===== src/rtl/vga_timing_if.sv =====
// vga_timing_if: video timing bus between the timing generator and the draw stages.
//   hcount/vcount : current column / line (11-bit)
//   hsync/vsync   : active-high sync strobes
//   hblnk/vblnk   : blanking strobes
//   frame_start   : one-clock pulse on wrap to (0,0)
//   frame_cnt     : frames completed since reset (wraps at 2^16)
// master drives the bus (vga_timing); slave consumes it (draw stages).
interface vga_timing_if;
  logic [10:0] hcount;
  logic [10:0] vcount;
  logic        hsync;
  logic        vsync;
  logic        hblnk;
  logic        vblnk;
  logic        frame_start;
  logic [15:0] frame_cnt;

  modport master (
    output hcount, vcount, hsync, vsync, hblnk, vblnk, frame_start, frame_cnt
  );

  modport slave (
    input hcount, vcount, hsync, vsync, hblnk, vblnk, frame_start, frame_cnt
  );
endinterface


===== src/rtl/vga_timing.sv =====
// vga_timing: free-running 1024x768@60 VGA timing generator (65 MHz pixel clock).
//   clk   : pixel clock
//   rst_n : asynchronous active-low reset
//   o_vga : timing bus (master) -- counters, sync/blank strobes, frame tick, frame count
// Every bus output is a flop. Strobes are decoded from the next-state counters so they
// line up with the counter value they describe. All parameters must be < 2048.
module vga_timing #(
  parameter int unsigned H_TOTAL       = 1344,
  parameter int unsigned H_BLANK_START = 1024,
  parameter int unsigned H_SYNC_START  = 1048,
  parameter int unsigned H_SYNC_END    = 1184,
  parameter int unsigned V_TOTAL       = 806,
  parameter int unsigned V_BLANK_START = 768,
  parameter int unsigned V_SYNC_START  = 771,
  parameter int unsigned V_SYNC_END    = 777
) (
  input  logic          clk,
  input  logic          rst_n,
  vga_timing_if.master  o_vga
);

  localparam logic [10:0] LP_H_LAST  = 11'(H_TOTAL - 1);
  localparam logic [10:0] LP_V_LAST  = 11'(V_TOTAL - 1);
  localparam logic [10:0] LP_H_BLANK = 11'(H_BLANK_START);
  localparam logic [10:0] LP_H_SYNC0 = 11'(H_SYNC_START);
  localparam logic [10:0] LP_H_SYNC1 = 11'(H_SYNC_END);
  localparam logic [10:0] LP_V_BLANK = 11'(V_BLANK_START);
  localparam logic [10:0] LP_V_SYNC0 = 11'(V_SYNC_START);
  localparam logic [10:0] LP_V_SYNC1 = 11'(V_SYNC_END);

  logic [10:0] r_hcount;
  logic [10:0] r_vcount;
  logic        r_hsync;
  logic        r_vsync;
  logic        r_hblnk;
  logic        r_vblnk;
  logic        r_frame_start;
  logic [15:0] r_frame_cnt;

  logic        w_h_wrap;
  logic        w_v_last;
  logic        w_frame_wrap;
  logic [10:0] w_hcount_d;
  logic [10:0] w_vcount_d;
  logic        w_hsync_d;
  logic        w_vsync_d;
  logic        w_hblnk_d;
  logic        w_vblnk_d;

  always_comb begin
    w_h_wrap     = (r_hcount == LP_H_LAST);
    w_v_last     = (r_vcount == LP_V_LAST);
    w_frame_wrap = w_h_wrap && w_v_last;

    w_hcount_d = w_h_wrap ? 11'd0 : r_hcount + 11'd1;
    w_vcount_d = r_vcount;
    if (w_h_wrap) begin
      w_vcount_d = w_v_last ? 11'd0 : r_vcount + 11'd1;
    end

    // Decode on the values the counters take at the coming edge: zero skew.
    w_hblnk_d = (w_hcount_d >= LP_H_BLANK);
    w_hsync_d = (w_hcount_d >= LP_H_SYNC0) && (w_hcount_d < LP_H_SYNC1);
    w_vblnk_d = (w_vcount_d >= LP_V_BLANK);
    w_vsync_d = (w_vcount_d >= LP_V_SYNC0) && (w_vcount_d < LP_V_SYNC1);
  end

  always_ff @(posedge clk or negedge rst_n) begin
    if (!rst_n) begin
      r_hcount      <= 11'd0;
      r_vcount      <= 11'd0;
      r_hsync       <= 1'b0;
      r_vsync       <= 1'b0;
      r_hblnk       <= 1'b0;
      r_vblnk       <= 1'b0;
      r_frame_start <= 1'b0;
      r_frame_cnt   <= 16'd0;
    end else begin
      r_hcount      <= w_hcount_d;
      r_vcount      <= w_vcount_d;
      r_hsync       <= w_hsync_d;
      r_vsync       <= w_vsync_d;
      r_hblnk       <= w_hblnk_d;
      r_vblnk       <= w_vblnk_d;
      // Only a real wrap pulses; leaving reset at (0,0) does not.
      r_frame_start <= w_frame_wrap;
      if (w_frame_wrap) begin
        r_frame_cnt <= r_frame_cnt + 16'd1;
      end
    end
  end

  assign o_vga.hcount      = r_hcount;
  assign o_vga.vcount      = r_vcount;
  assign o_vga.hsync       = r_hsync;
  assign o_vga.vsync       = r_vsync;
  assign o_vga.hblnk       = r_hblnk;
  assign o_vga.vblnk       = r_vblnk;
  assign o_vga.frame_start = r_frame_start;
  assign o_vga.frame_cnt   = r_frame_cnt;

endmodule


===== src/flat_wrapper.sv =====
// flat-port wrapper written by rule: the top's interface ports become plain ports
module vga_timing_flat 
#(
  parameter int unsigned H_TOTAL       = 1344,
  parameter int unsigned H_BLANK_START = 1024,
  parameter int unsigned H_SYNC_START  = 1048,
  parameter int unsigned H_SYNC_END    = 1184,
  parameter int unsigned V_TOTAL       = 806,
  parameter int unsigned V_BLANK_START = 768,
  parameter int unsigned V_SYNC_START  = 771,
  parameter int unsigned V_SYNC_END    = 777
)
  (clk, rst_n, o_vga_hcount, o_vga_vcount, o_vga_hsync, o_vga_vsync, o_vga_hblnk, o_vga_vblnk, o_vga_frame_start, o_vga_frame_cnt);
  vga_timing_if o_vga_i ();
  input  logic clk;
  input  logic rst_n;
  output wire logic [$bits(o_vga_i.hcount)-1:0] o_vga_hcount;
  output wire logic [$bits(o_vga_i.vcount)-1:0] o_vga_vcount;
  output wire logic [$bits(o_vga_i.hsync)-1:0] o_vga_hsync;
  output wire logic [$bits(o_vga_i.vsync)-1:0] o_vga_vsync;
  output wire logic [$bits(o_vga_i.hblnk)-1:0] o_vga_hblnk;
  output wire logic [$bits(o_vga_i.vblnk)-1:0] o_vga_vblnk;
  output wire logic [$bits(o_vga_i.frame_start)-1:0] o_vga_frame_start;
  output wire logic [$bits(o_vga_i.frame_cnt)-1:0] o_vga_frame_cnt;
  assign o_vga_hcount = o_vga_i.hcount;
  assign o_vga_vcount = o_vga_i.vcount;
  assign o_vga_hsync = o_vga_i.hsync;
  assign o_vga_vsync = o_vga_i.vsync;
  assign o_vga_hblnk = o_vga_i.hblnk;
  assign o_vga_vblnk = o_vga_i.vblnk;
  assign o_vga_frame_start = o_vga_i.frame_start;
  assign o_vga_frame_cnt = o_vga_i.frame_cnt;
  vga_timing #(.H_TOTAL(H_TOTAL), .H_BLANK_START(H_BLANK_START), .H_SYNC_START(H_SYNC_START), .H_SYNC_END(H_SYNC_END), .V_TOTAL(V_TOTAL), .V_BLANK_START(V_BLANK_START), .V_SYNC_START(V_SYNC_START), .V_SYNC_END(V_SYNC_END)) u_core (.clk(clk), .rst_n(rst_n), .o_vga(o_vga_i));
endmodule

===== config.mk =====
export PLATFORM = sky130hd
export DESIGN_NAME = vga_timing_flat
export DESIGN_NICKNAME = d
export VERILOG_FILES = /design/src/rtl/vga_timing_if.sv /design/src/rtl/vga_timing.sv /design/src/flat_wrapper.sv
export SDC_FILE = /design/constraint.sdc
export NUM_CORES = 1
export LEC_CHECK = 0
export CAP_MARGIN = 30
export CORE_ASPECT_RATIO = 1.2
export CORE_MARGIN = 2
export CORE_UTILIZATION = 55
export DETAILED_ROUTE_END_ITERATION = 16
export PLACE_DENSITY = 0.95
export SYNTH_ARGS = -nofsm -noshare
export SYNTH_HDL_FRONTEND = slang
export SYNTH_SLANG_ARGS = --single-unit

===== constraint.sdc =====
create_clock -name clk -period 6.08 [get_ports clk]
set_input_delay 0.912 -clock clk [delete_from_list [all_inputs] [get_ports clk]]
set_output_delay 0.912 -clock clk [all_outputs]
set_load 0.02 [all_outputs]

==> flow_summary.ini, run 1 <==
[clock_network]
htreeDepth = 2
root_buffer = clkbuf_8
cts_setup_buffers = 0
numCtsBuffers = 5
cts.sinks = 43
clk_path_buf_depth = 2
cts_tree = done
clk_pin_slew_ns = 0.08
clock_latency_ns = 0.30
cts-hold-fix-buffers = 0
cts_resized = 0

[logic_synthesis]
synth-seq-area-share_pct = 48.6
ys_warn_count = 0
ys_ff_latch = 43
syn_area_um2 = 2210
synth-async-reset-ratio_pct = 100
syn_inst = 220
ys_types = 42
syn_nets = 227
synth_edf_count = 0
ys.flop_type = dfrtp_1
syn_avg_cell_area_um2 = 10.1

[power]
total_power_uw = 523
power_density_nw_per_um2 = 188
ir_drop_uv = 118
leakagePower_uw = 0.00123

[global_route]
antenna_found_initial = 0
grt_pass1_vias = 1714
grt_pass1_wl_um = 7940
grt_use_total_pct = 23.5
grt_max_degree = 44
grt-ovfl-total = 0

[final_layout]
fin_area_um2 = 2780
diodes = 0
synthToLayoutAreaGrowth_pct = 25.8
drive_above_1_share_pct = 7.17
final_cell_mix = 43 x clkdlybuf4s50_1, 43 x dfrtp_1, 23 x nor2_1
num-fill-cells = 289
fin_nets = 271

[worst_hold_path]
whs_path_depth = 1
worst_hold_path_type = flip-flop to flip-flop
hp-start = u_core.o_vga.frame_cnt[15]
whs_endpoint = u_core.o_vga.frame_cnt[15]

[sta]
fin_hold_ws_ns = 0.468
finClkSkew_ns = 0.00866
hold_viol = 0
fmax_ghz = 0.365
fin_tns_setup_ns = 0
relSlewSlack_pct = 39.1
setup_viol = 0
rsz0062_at_grt = no
slew_violations = 0
worstMarginPinSlew_ns = 0.913
fin_crit_sh_pct = 45.0
min_period_ns = 2.74
fin_ws_ns = 3.34

[run_status]
status = completed

[placed_design]
gp_congestion = 0.940
dpl.hpwl_um = 3330
dpl_cell_area_um2 = 2670
io_buffers = 44
post-place-ws_ns = 3.44

[drt]
vias = 1830
drcViolationCount = 0
wl_per_cell_um = 15.1
postRouteAntennaNets = 0
first_pass_iters = 4
drt_iter0_markers = 137
vias_per_cell = 5.74
wl_um = 4820

[run]
cap_violations = 0

[die]
die_x_um = 61.9
die_h_um = 73.5
dieArea_um2 = 4550
core_um2 = 3910
rows = 25
initial_core_util_pct = 56.6
io_pins = 45

[critical_path]
reg2reg_to = u_core.o_vga.vsync
crit_start = u_core.o_vga.hcount[6]
critPathArrivalTime_ns = 2.97
critPathKind = flip-flop to flip-flop
worstPathRequired_ns = 6.32
cp-end-kind = flip-flop
worst-path-max-fanout = 10
start_kind = flip-flop
r2r_slack_ns = 3.34
ff2ff_path_depth = 6
r2r-start = u_core.o_vga.hcount[6]
[routing by layer]
metal  GRT usage (%)  part of all wire, %  vias up
li1                -                    -      857
met1            29.2                   42      898
met2            38.6                   51       67
met3            5.63                  4.9        8
met4            9.46                  1.6        0
met5               0                    0        -
[registers in the layout, indices dropped and copies added (netlist names)]
register	flops
u_core.o_vga.vblnk	1
u_core.o_vga.vcount	11
u_core.o_vga.hcount	11
u_core.o_vga.frame_start	1
u_core.o_vga.hsync	1
u_core.o_vga.frame_cnt	16
u_core.o_vga.vsync	1
u_core.o_vga.hblnk	1
[worst max-delay path, cell delays in order (launching register included)]
cell and delay [ns]:
dfrtp_1 0.48, or4b_4 0.61, nor4_1 0.60, and4_1 0.36, o211ai_1 0.10, nor4_1 0.25, and4b_1 0.26
[cells in the mapped netlist (4+ instances only)]
| cell | number | area share, % |
|---|---|---|
| and4b_1 | 4 | 1.8 |
| nor4_1 | 5 | 1.4 |
| nor2_1 | 23 | 3.9 |
| and3_1 | 6 | 1.7 |
| nand4_1 | 7 | 2.0 |
| nor3_1 | 8 | 1.8 |
| inv_1 | 9 | 1.5 |
| nand3_1 | 15 | 3.4 |
| xnor2_1 | 13 | 5.1 |
| nand2_1 | 21 | 3.6 |
| xor2_1 | 16 | 6.3 |
| o21ai_0 | 5 | 1.1 |
| dfrtp_1 | 43 | 49 |
| ha_1 | 5 | 2.8 |
| a21oi_1 | 4 | 0.91 |
[where the power goes]
| group | switching (µW) | internal (µW) | leakage (µW) |
|---|---|---|---|
| Sequential | 0 | 286 | 0.000587 |
| Clock | 98.9 | 133 | 0.0000612 |
| Combinational | 5.12 | 0.233 | 0.000587 |
[kinds of logic (layout without fill, tap and decap cells)]
kind of cell               count (synthesis)  in the layout  share of synthesized area, %
and+or+nand+nor                          107            107                          26.8
DFF                                       43             43                          48.6
xor gates and xnor gates                  29             29                          11.5
AOI/OAI and AO/OA                         19             19                          6.00
buffers and inverters                     16             61                          3.73
adders and majority gates                  5              5                          2.83
muxes                                      1              1                         0.509
[how the worst max path moves through the flow]
stage	end	cells past startpoint	slack [ns]
3_3_place_gp	u_core.o_vga.frame_cnt[15]	6	3.48
2_1_floorplan	u_core.o_vga.vsync	7	3.53
3_5_place_dp	u_core.o_vga.frame_cnt[14]	6	3.44
4_1_cts	u_core.o_vga.frame_cnt[14]	6	3.43
5_1_grt	u_core.o_vga.frame_cnt[14]	6	3.20
6_report	u_core.o_vga.vsync	6	3.34
[per-stage QoR]
step	instances	util, %
2_1_floorplan	220	-
3_3_place_gp	311	68.2
3_5_place_dp	311	68.2
4_1_cts	319	71.2
5_1_grt	319	71.2
6_report	319	71.2
[layout make-up]
class / count / area, µm² / area share [%]
clock buffers: 6 / 82.6 / 2.97
clock inverters: 2 / 35.0 / 1.26
inverters: 9 / 33.8 / 1.21
multi-input cells: 161 / 1050 / 37.8
flip-flops and latches: 43 / 1080 / 38.7
well taps: 54 / 67.6 / 2.43
repair buffers: 44 / 435 / 15.6
Note: power is estimated with default switching activity, not from simulation.
==> run 2: changes to the inputs <==
- CORE_UTILIZATION: 55 -> 51
- PLACE_DENSITY: 0.95 -> 0.91
- clock period: 6.08 -> 2.68 ns (I/O delays scaled with it)
==> flow_summary.ini, run 2 (same netlist as run 1, synthesis figures left out) <==
[run_status]
status = completed

[sta]
hold_viol = 0
fmax_ghz = 0.400
fin_tns_setup_ns = 0
slew_violations = 0
relSlewSlack_pct = 69.4
finClkSkew_ns = 0.00989
min_period_ns = 2.50
rsz0062_at_grt = no
fin_crit_sh_pct = 93.2
worstMarginPinSlew_ns = 0.456
setup_viol = 0

[drt]
first_pass_iters = 4
vias_per_cell = 5.70
vias = 1870
postRouteAntennaNets = 0
drt_iter0_markers = 149
wl_per_cell_um = 14.8
wl_um = 4860
drcViolationCount = 0

[global_route]
top_usage_layer = met2
grt_max_degree = 44
use_met3_pct = 5.32
grt_pass1_vias = 1822
grt_use_total_pct = 21.5
grt_pass1_wl_um = 8230
grt-ovfl-total = 0
grtUsageMet1_pct = 25.0
antenna_found_initial = 0
met2_usage_pct = 35.9

[clock_network]
clock_latency_ns = 0.30
cts_resized = 0
cts_setup_buffers = 0
cts_tree = done
numCtsBuffers = 5
cts-hold-fix-buffers = 0
htreeDepth = 2
cts.sinks = 43
clk_path_buf_depth = 2
root_buffer = clkbuf_8
clk_pin_slew_ns = 0.08

[final_layout]
fin_area_um2 = 2850
fin_nets = 278
drive_above_1_share_pct = 9.56
num-fill-cells = 318
diodes = 0
synthToLayoutAreaGrowth_pct = 28.9
fin_cells = 328
largest_reg_flops = 16
final_cell_mix = 43 x clkdlybuf4s50_1, 43 x dfrtp_1, 23 x nor2_1

[critical_path]
max_stage_delay_ns = 0.55
critPathKind = flip-flop to flip-flop
worst-path-max-fanout = 11
cp_slowest_cell = or4b_4
cp-end-kind = flip-flop
r2r_slack_ns = 0.18
crit_chain = or4b_4 > or3_4 > or4_1 > nand2_1 > o21ai_0 > and4b_1
reg2reg_to = u_core.o_vga.vsync
crit_family = simple AND/OR/NAND/NOR gates
critPathArrivalTime_ns = 2.68
r2r-start = u_core.o_vga.hcount[9]
start_kind = flip-flop
ff2ff_path_depth = 6
crit_buf_inv = 0
worstPathRequired_ns = 2.87

[placed_design]
gp_congestion = 0.811
io_buffers = 44
placed_cells_incl_taps = 319
dpl.hpwl_um = 3530
dpl_cell_area_um2 = 2710

[die]
die_x_um = 64.1
rows = 26
initial_core_util_pct = 52.3
core_um2 = 4230
dieArea_um2 = 4880
die_h_um = 76.1
io_pins = 45

[power]
ir_drop_uv = 305
leakagePower_uw = 0.00128
power_density_nw_per_um2 = 416

[worst_hold_path]
worst_hold_path_type = primary input to async pin

[run]
cap_violations = 0
## run 2: cell types whose count changed in the layout (fill, tap and decap cells not counted), sizes merged
cell  before  now
buf        1    8
## run 2: per-layer routing
| metal | vias up | routed length [µm] |
|---|---|---|
| li1 | 876 | - |
| met3 | 17 | 207 |
| met4 | 0 | 161 |
| met2 | 62 | 2490 |
| met5 | - | 0 |
| met1 | 915 | 2010 |
## run 2: final cells by class
type | count | area [µm²] | area share (%)
flip-flops and latches | 43 | 1080 | 37.7
inverters | 9 | 33.8 | 1.18
clock inverters | 2 | 35.0 | 1.23
clock buffers | 6 | 82.6 | 2.90
well taps | 56 | 70.1 | 2.46
multi-input cells | 161 | 1050 | 36.9
repair buffers | 51 | 500 | 17.6
## run 2: stage by stage
step | utilization (%) | power (µW) | setup slack (ns) | hold slack [ns]
2_1_floorplan | - | 661 | 0.126 | 0.106
3_3_place_gp | 64.2 | 674 | 0.285 | 0.457
3_5_place_dp | 64.2 | 675 | 0.221 | 0.473
4_1_cts | 67.0 | 1190 | 0.186 | 0.278
5_1_grt | 67.4 | 1240 | 0.130 | 0.0841
6_report | 67.4 | 1190 | 0.183 | 0.0739
## run 2: where the power goes
part | switching, µW | leakage [µW] | internal, µW
clock network | 220 | 0.0000612 | 302
registers | 0 | 0.000587 | 648
logic | 12.5 | 0.000628 | 3.59
total | 232 | 0.00128 | 953
## run 2: worst max-delay path by stage
stage                               to  cells after the start              startpoint
finish              u_core.o_vga.vsync                      6  u_core.o_vga.hcount[9]
global route        u_core.o_vga.vsync                      6  u_core.o_vga.hcount[9]
CTS                 u_core.o_vga.vsync                      6  u_core.o_vga.hcount[9]
detailed placement  u_core.o_vga.vsync                      6  u_core.o_vga.hcount[9]
global placement    u_core.o_vga.vsync                      6  u_core.o_vga.hcount[9]
floorplan           u_core.o_vga.vsync                      7  u_core.o_vga.hcount[6]
